File: src/rtl/ro_freq_meter.sv
// Ring-oscillator frequency meter: counts synchronized rising edges of osc_in over a
// programmable window of clk cycles and offers the result in parallel and MSB-first serial form.
module ro_freq_meter #(
    parameter int CNT_W       = 16,
    parameter int GATE_W      = 16,
    parameter int SYNC_STAGES = 2
) (
    input  logic              clk,
    input  logic              rst_n,
    input  logic              osc_in,
    input  logic              start,
    input  logic              abort,
    input  logic [GATE_W-1:0] gate_len,
    input  logic              shift,
    output logic              busy,
    output logic              done,
    output logic [CNT_W-1:0]  count,
    output logic              overflow,
    output logic              sout
);

    typedef enum logic [1:0] {
        S_IDLE    = 2'd0,
        S_MEASURE = 2'd1,
        S_DONE    = 2'd2
    } state_t;

    localparam logic [GATE_W-1:0] GATE_ONE = GATE_W'(1);
    localparam logic [CNT_W-1:0]  CNT_ONE  = CNT_W'(1);

    state_t                 state_q, state_d;
    logic [SYNC_STAGES-1:0] sync_q;
    logic                   hist_q;
    logic [GATE_W-1:0]      gate_q, gate_d;
    logic [CNT_W-1:0]       edge_q, edge_d;
    logic [CNT_W-1:0]       count_q, count_d;
    logic                   ovf_q, ovf_d;
    logic [CNT_W-1:0]       sreg_q, sreg_d;
    logic                   rise;

    // Synchronizer and edge history run in every state so the window starts with clean history.
    always_ff @(posedge clk or negedge rst_n) begin
        if (!rst_n) begin
            state_q <= S_IDLE;
            sync_q  <= '0;
            hist_q  <= 1'b0;
            gate_q  <= '0;
            edge_q  <= '0;
            count_q <= '0;
            ovf_q   <= 1'b0;
            sreg_q  <= '0;
        end else begin
            state_q <= state_d;
            sync_q  <= {sync_q[SYNC_STAGES-2:0], osc_in};
            hist_q  <= sync_q[SYNC_STAGES-1];
            gate_q  <= gate_d;
            edge_q  <= edge_d;
            count_q <= count_d;
            ovf_q   <= ovf_d;
            sreg_q  <= sreg_d;
        end
    end

    assign rise = sync_q[SYNC_STAGES-1] & ~hist_q;

    always_comb begin
        state_d = state_q;
        gate_d  = gate_q;
        edge_d  = edge_q;
        count_d = count_q;
        ovf_d   = ovf_q;
        sreg_d  = sreg_q;
        case (state_q)
            S_IDLE: begin
                if (start) begin
                    gate_d  = gate_len;
                    edge_d  = '0;
                    ovf_d   = 1'b0;
                    state_d = S_MEASURE;
                end
            end
            S_MEASURE: begin
                if (abort) begin
                    state_d = S_IDLE;
                end else if (gate_q != '0) begin
                    gate_d = gate_q - GATE_ONE;
                    if (rise) begin
                        if (edge_q != '1) begin
                            edge_d = edge_q + CNT_ONE;
                        end else begin
                            ovf_d = 1'b1;
                        end
                    end
                end else begin
                    count_d = edge_q;
                    sreg_d  = edge_q;
                    state_d = S_DONE;
                end
            end
            S_DONE: begin
                // A restart takes precedence over a shift requested in the same cycle.
                if (start) begin
                    gate_d  = gate_len;
                    edge_d  = '0;
                    ovf_d   = 1'b0;
                    state_d = S_MEASURE;
                end else if (shift) begin
                    sreg_d = {sreg_q[CNT_W-2:0], 1'b0};
                end
            end
            default: begin
                state_d = S_IDLE;
            end
        endcase
    end

    assign busy     = (state_q == S_MEASURE);
    assign done     = (state_q == S_DONE);
    assign count    = count_q;
    assign overflow = ovf_q;
    assign sout     = sreg_q[CNT_W-1];

endmodule

File: config.mk
export PLATFORM = sky130hd
export DESIGN_NAME = ro_freq_meter
export DESIGN_NICKNAME = d
export VERILOG_FILES = /design/src/rtl/ro_freq_meter.sv
export SDC_FILE = /design/constraint.sdc
export NUM_CORES = 1
export LEC_CHECK = 0
export CAP_MARGIN = 5
export CORE_MARGIN = 2
export CORE_UTILIZATION = 50
export DETAILED_ROUTE_END_ITERATION = 12
export PLACE_DENSITY = 0.7
export SLEW_MARGIN = 20
export SYNTH_ARGS = -nofsm -noshare
export SYNTH_HDL_FRONTEND = slang
export SYNTH_SLANG_ARGS = --single-unit
File: constraint.sdc
create_clock -name clk -period 3.1 [get_ports clk]
set_input_delay 0.62 -clock clk [delete_from_list [all_inputs] [get_ports clk]]
set_output_delay 0.62 -clock clk [all_outputs]
set_load 0.05 [all_outputs]
==> results of run 1 <==
==> metrics by stage <==
step                setup slack [ns]  cells
floorplan                     0.8444    363
global placement              0.4420    492
detailed placement            0.3317    492
CTS                           0.4035    508
global route                  0.1835    508
finish                        0.3787    508
==> report_power, final <==
group	total [W]	switching [W]	internal [W]
clock	0.000820	0.000344	0.000477
combinational	0.000509	0.000294	0.000214
sequential	0.00119	0.000156	0.00103
total	0.00252	0.000794	0.00172
==> metal layers <==
| metal | up-vias | GRT usage | wire length, um |
|---|---|---|---|
| li1 | 1416 | - | - |
| met1 | 1423 | 0.3136 | 3693 |
| met2 | 86 | 0.3663 | 3949 |
| met3 | 13 | 0.04432 | 446 |
| met4 | 0 | 0.1004 | 138 |
| met5 | - | 0 | 0 |
==> state kept, by name (all words and copies together), names as in the netlist <==
signal and flops:
count 16, sync_q 2, state_q 2, sreg_q 16
overflow 1, gate_q 16, hist_q 1, edge_q 16
==> cell families after synthesis <==
logic type,count (synthesis),synth area share
buffers and inverters,28,0.03627
flip-flops,70,0.4836
AND/OR/NAND/NOR,136,0.2007
adder cells (fa/ha/maj),2,0.006907
multiplexers,37,0.1136
AO/OA/AOI/OAI,90,0.1589
==> synthesized netlist by cell type, types with 3 or more instances <==
master and n:
a21oi_1 18, nor4_1 4, a211oi_1 3, inv_1 6, nand3_1 10, o21ai_0 34, nor3_1 5, nor2b_1 3
mux2_2 9, or3_1 3, or4_1 8, a21o_1 4, o41ai_1 3, o221a_2 5, buf_2 3, mux2i_1 22
nand2b_1 9, clkbuf_1 11, o22ai_1 5, nand4_1 8, nand2_1 46, nor2_1 24, dfrtp_1 70, mux2_4 6
==> path summary, 6_finish.rpt <==
path / start / to / slack, ns
min in group asynchronous: rst_n / count[8]$_DFFE_PN0P_ / 0.37
hold / removal: sync_q[0]$_DFF_PN0_ / sync_q[1]$_DFF_PN0_ / 0.36
max in group asynchronous: rst_n / edge_q[10]$_DFFE_PN0P_ / 2.05
setup / recovery: gate_q[8]$_DFFE_PN0P_ / edge_q[6]$_DFFE_PN0P_ / 0.38
setup reg to reg: gate_q[8]$_DFFE_PN0P_ / edge_q[6]$_DFFE_PN0P_ / 0.38
hold reg to reg: sync_q[0]$_DFF_PN0_ / sync_q[1]$_DFF_PN0_ / 0.36
==> final cells by class <==
cell class | instances | area (um^2) | share of cell area
clock buffer | 11 | 141.4 | 0.03246
clock inverter | 5 | 82.58 | 0.01896
inverter | 8 | 30.03 | 0.006895
multi-input combinational | 265 | 1743 | 0.4002
sequential | 70 | 1752 | 0.4022
tap | 99 | 123.9 | 0.02844
timing repair buffer | 50 | 483.0 | 0.1109
==> impl_metrics.json, run 1 <==
{
  "yosys_register_bits": 70,
  "antenna_left": 0,
  "power_density_nw_per_um2": 577.7,
  "syn_nets": 387,
  "final_common_cell": "dfrtp_1",
  "io_buffers": 41,
  "ys.flop_type": "dfrtp_1",
  "fin_skew_ns": 0.01077,
  "post_synth_num_cell_types": 51,
  "cts_resized": 0,
  "layout-drive-gt1-share": 0.1345,
  "grt_pass1_vias": 2884,
  "rsz0062_at_grt": "false",
  "path_buf_inv": 1,
  "cts_max_level": 3,
  "layout_common_cells": "70 x dfrtp_1, 46 x nand2_1, 39 x clkdlybuf4s50_1",
  "cts_sinks": 70,
  "fin_crit_ns": 2.721,
  "drtIter0Drc": 179,
  "cts_buffer_depth": 2,
  "arrival_ns": 2.99,
  "ys_async_sr_fraction": 1.000,
  "slowest_delay_ns": 0.72,
  "ir_drop_mv": 0.2952,
  "fillers": 643,
  "dieHeight_um": 89.12,
  "drt-wirelength-per-cell_um": 16.19,
  "dp_hpwl_mm": 5.704,
  "insertion_delay_ns": 0.34,
  "crit_cells": 6,
  "critPathLaunchType": "register",
  "crit_chain": "or4_1, nor4_4, a21o_1, inv_2, nand4b_1, mux2i_1",
  "synth_area_leaders": "dfrtp_1 48%, mux2i_1 6.1%, nand2_1 4.8%",
  "hold_buffers": 0,
  "clkTransAtPathRegs_ns": 0.07,
  "reg2reg_depth": 6,
  "relSlewSlack": 0.4521,
  "hold_depth": 0,
  "routed_wirelength_mm": 8.227,
  "die_area_um2": 7941,
  "total_power_w": 0.002516,
  "syn_avg_cell_area_um2": 9.979,
  "die_w_um": 89.12,
  "num_vias": 2938,
  "finalSetupTns_ns": 0,
  "min_period_over_period": 0.8778,
  "areaGrowthSynthToFinish_pct": 20.24,
  "critPathCaptureType": "register",
  "post_cts_buffers": 0,
  "hold_ws_ns": 0.3552,
  "yosys_warnings": 0,
  "nets": 428,
  "crit_family": "simple AND/OR/NAND/NOR gates",
  "synth-edff-count": 0,
  "numCtsBuffers": 9,
  "grt_max_degree": 37,
  "drc": 0,
  "max_freq_mhz": 367.5,
  "initial_core_util": 0.5075,
  "synthCells": 363,
  "synth_top_cell_by_area": "dfrtp_1",
  "cts_tree": "built",
  "via_per_inst": 5.783,
  "path_max_fanout": 24,
  "ios": 42,
  "fin_util": 0.6103,
  "slew_violations": 0,
  "grt_usage": 0.2320,
  "cp.required_ns": 3.37,
  "path_class": "register to register",
  "grt_pass1_wl_mm": 14.18,
  "critical-path-slowest-cell": "or4_1",
  "gp_congestion": 0.8339,
  "drt_pass1_iterations": 5,
  "final_area_um2": 4355,
  "hold_viol": 0,
  "setup_violations": 0,
  "diodes": 0,
  "rows": 31,
  "root_buffer": "clkbuf_8",
  "place_area_um2": 4131,
  "status": "completed",
  "seq_area_frac_synth": 0.4836,
  "cap_violations": 0,
  "overflow": 0,
  "min_path_type": "register to register",
  "tightestPinTransition_ns": 0.8218,
  "coreArea_um2": 7137,
  "power_leakage_nw": 1.876,
  "antenna_found_initial": 0,
  "synth_top_area_frac": 0.4836,
  "syn_area_um2": 3622
}
Power figures use the tool's default switching activity.
==> run 2, diff against run 1 <==
- REMOVE_ABC_BUFFERS: unset -> 1
==> run 2 against run 1 <==
Compared with the run above: combinational power about the same; register-to-register slack about the same; clock-buffer cell count up 3; routed wire length up 0.11%; non-clock buffer count up 2.
==> impl_metrics.json, run 2 (same netlist as run 1, synthesis figures left out) <==
{
  "critical-path-slowest-cell": "or4_1",
  "layout_common_cells": "70 x dfrtp_1, 46 x nand2_1, 39 x clkdlybuf4s50_1",
  "finalSetupTns_ns": 0,
  "hold_ws_ns": 0.2460,
  "crit_chain": "or4_1, nor4_4, a21o_1, inv_2, nand4_1, mux2i_1",
  "die_w_um": 89.12,
  "gp_congestion": 0.8605,
  "dieHeight_um": 89.12,
  "insertion_delay_ns": 0.35,
  "cts_resized": 0,
  "grt_pass1_vias": 2846,
  "dp_worst_setup_slack_ns": 0.2621,
  "tightestPinTransition_ns": 0.6911,
  "areaGrowthSynthToFinish_pct": 19.97,
  "path_class": "register to register",
  "rsz0062_at_grt": "false",
  "num_vias": 2967,
  "path_buf_inv": 1,
  "min_period_over_period": 0.8735,
  "critPathCaptureType": "register",
  "grt_usage": 0.2225,
  "switching_share": 0.3169,
  "cts_buffer_depth": 2,
  "routed_wirelength_mm": 8.236,
  "drt_pass1_iterations": 4,
  "antenna_found_initial": 0,
  "cts_max_level": 3,
  "arrival_ns": 2.98,
  "grt_pass1_wl_mm": 13.65,
  "critPathLaunchType": "register",
  "post_cts_buffers": 0,
  "overflow": 0,
  "total_power_w": 0.002470,
  "worst_slack_ns": 0.3923,
  "nets": 430,
  "power_density_nw_per_um2": 568.4,
  "relSlewSlack": 0.5273,
  "fin_crit_ns": 2.708,
  "comb_power_share": 0.206,
  "layout-drive-gt1-share": 0.1363,
  "clockPowerShare": 0.316,
  "seqPwrFrac": 0.478,
  "cp.required_ns": 3.37,
  "drc": 0,
  "drtIter0Drc": 246,
  "status": "completed",
  "min_path_type": "input pin to async pin",
  "max_freq_mhz": 369.3,
  "die_area_um2": 7941,
  "ir_drop_mv": 0.3291,
  "dp_hpwl_mm": 5.694,
  "rows": 31,
  "path_max_fanout": 24,
  "switchingPower_w": 0.0007827,
  "io_buffers": 41,
  "slowest_delay_ns": 0.72,
  "final_common_cell": "dfrtp_1",
  "numCtsBuffers": 9,
  "cap_violations": 0,
  "via_per_inst": 5.818,
  "fin_util": 0.6089,
  "power.internal_w": 0.001687,
  "grt_max_degree": 32,
  "fin_skew_ns": 0.01228,
  "antenna_left": 0,
  "hold_viol": 0,
  "coreArea_um2": 7137,
  "crit_family": "simple AND/OR/NAND/NOR gates",
  "diodes": 0,
  "root_buffer": "clkbuf_8",
  "drt-wirelength-per-cell_um": 16.15,
  "cts_tree": "built",
  "initial_core_util": 0.5075,
  "ff2ff_setup_slack_ns": 0.39,
  "setup_violations": 0,
  "hold_buffers": 0,
  "cts_sinks": 70,
  "slew_violations": 0,
  "ios": 42,
  "power_leakage_nw": 1.875,
  "clkTransAtPathRegs_ns": 0.08
}
==> run 2: cell count changes in the layout (fill, tap and decap cells not counted), sizes merged <==
cell	delta
buf	+2
bufinv	-1
clkbuf	+3
clkinv	-2
==> run 2: path summary, 6_finish.rpt <==
path	from	endpoint	cells after the start
setup / recovery	gate_q[8]$_DFFE_PN0P_	edge_q[4]$_DFFE_PN0P_	6
hold / removal	rst_n	sreg_q[12]$_DFFE_PN0P_	1
setup reg to reg	gate_q[8]$_DFFE_PN0P_	edge_q[4]$_DFFE_PN0P_	6
hold reg to reg	sync_q[0]$_DFF_PN0_	sync_q[1]$_DFF_PN0_	0
max in group asynchronous	rst_n	gate_q[12]$_DFFE_PN0P_	2
min in group clk	sync_q[0]$_DFF_PN0_	sync_q[1]$_DFF_PN0_	0
==> run 2: final cells by class <==
class,instances,area (um^2)
multi-input cells,265,1743
inverters,8,30.03
well taps,99,123.9
fillers,627,2791
clock inverters,2,38.79
flip-flops and latches,70,1752
clock buffers,14,172.7
repair buffers,52,485.5
==> run 2: power groups by stage <==
stage	logic [W]	clock network [W]	registers, W
3_3_place_gp	0.000494	0	0.00119
5_1_grt	0.000572	0.000827	0.00120
2_1_floorplan	0.000324	0	0.00118
3_5_place_dp	0.000511	0	0.00119
6_report	0.000509	0.000780	0.00118
4_1_cts	0.000512	0.000785	0.00118
==> run 2: routing by layer <==
| metal | part of all wire | track usage | routed length [um] | vias to the layer above |
|---|---|---|---|---|
| li1 | - | - | - | 1425 |
| met1 | 0.45 | 0.2989 | 3692 | 1444 |
| met2 | 0.49 | 0.3549 | 3995 | 88 |
| met3 | 0.053 | 0.03416 | 433 | 10 |
| met4 | 0.014 | 0.1045 | 114 | 0 |
| met5 | 0 | 0 | 0 | - |
==> run 2: metrics by stage <==
step / instance area (um^2) / std cells
after floorplan: 3521 / 343
after global placement: 4134 / 494
after detailed placement: 4134 / 494
after CTS: 4345 / 510
after global routing: 4345 / 510
final: 4345 / 510
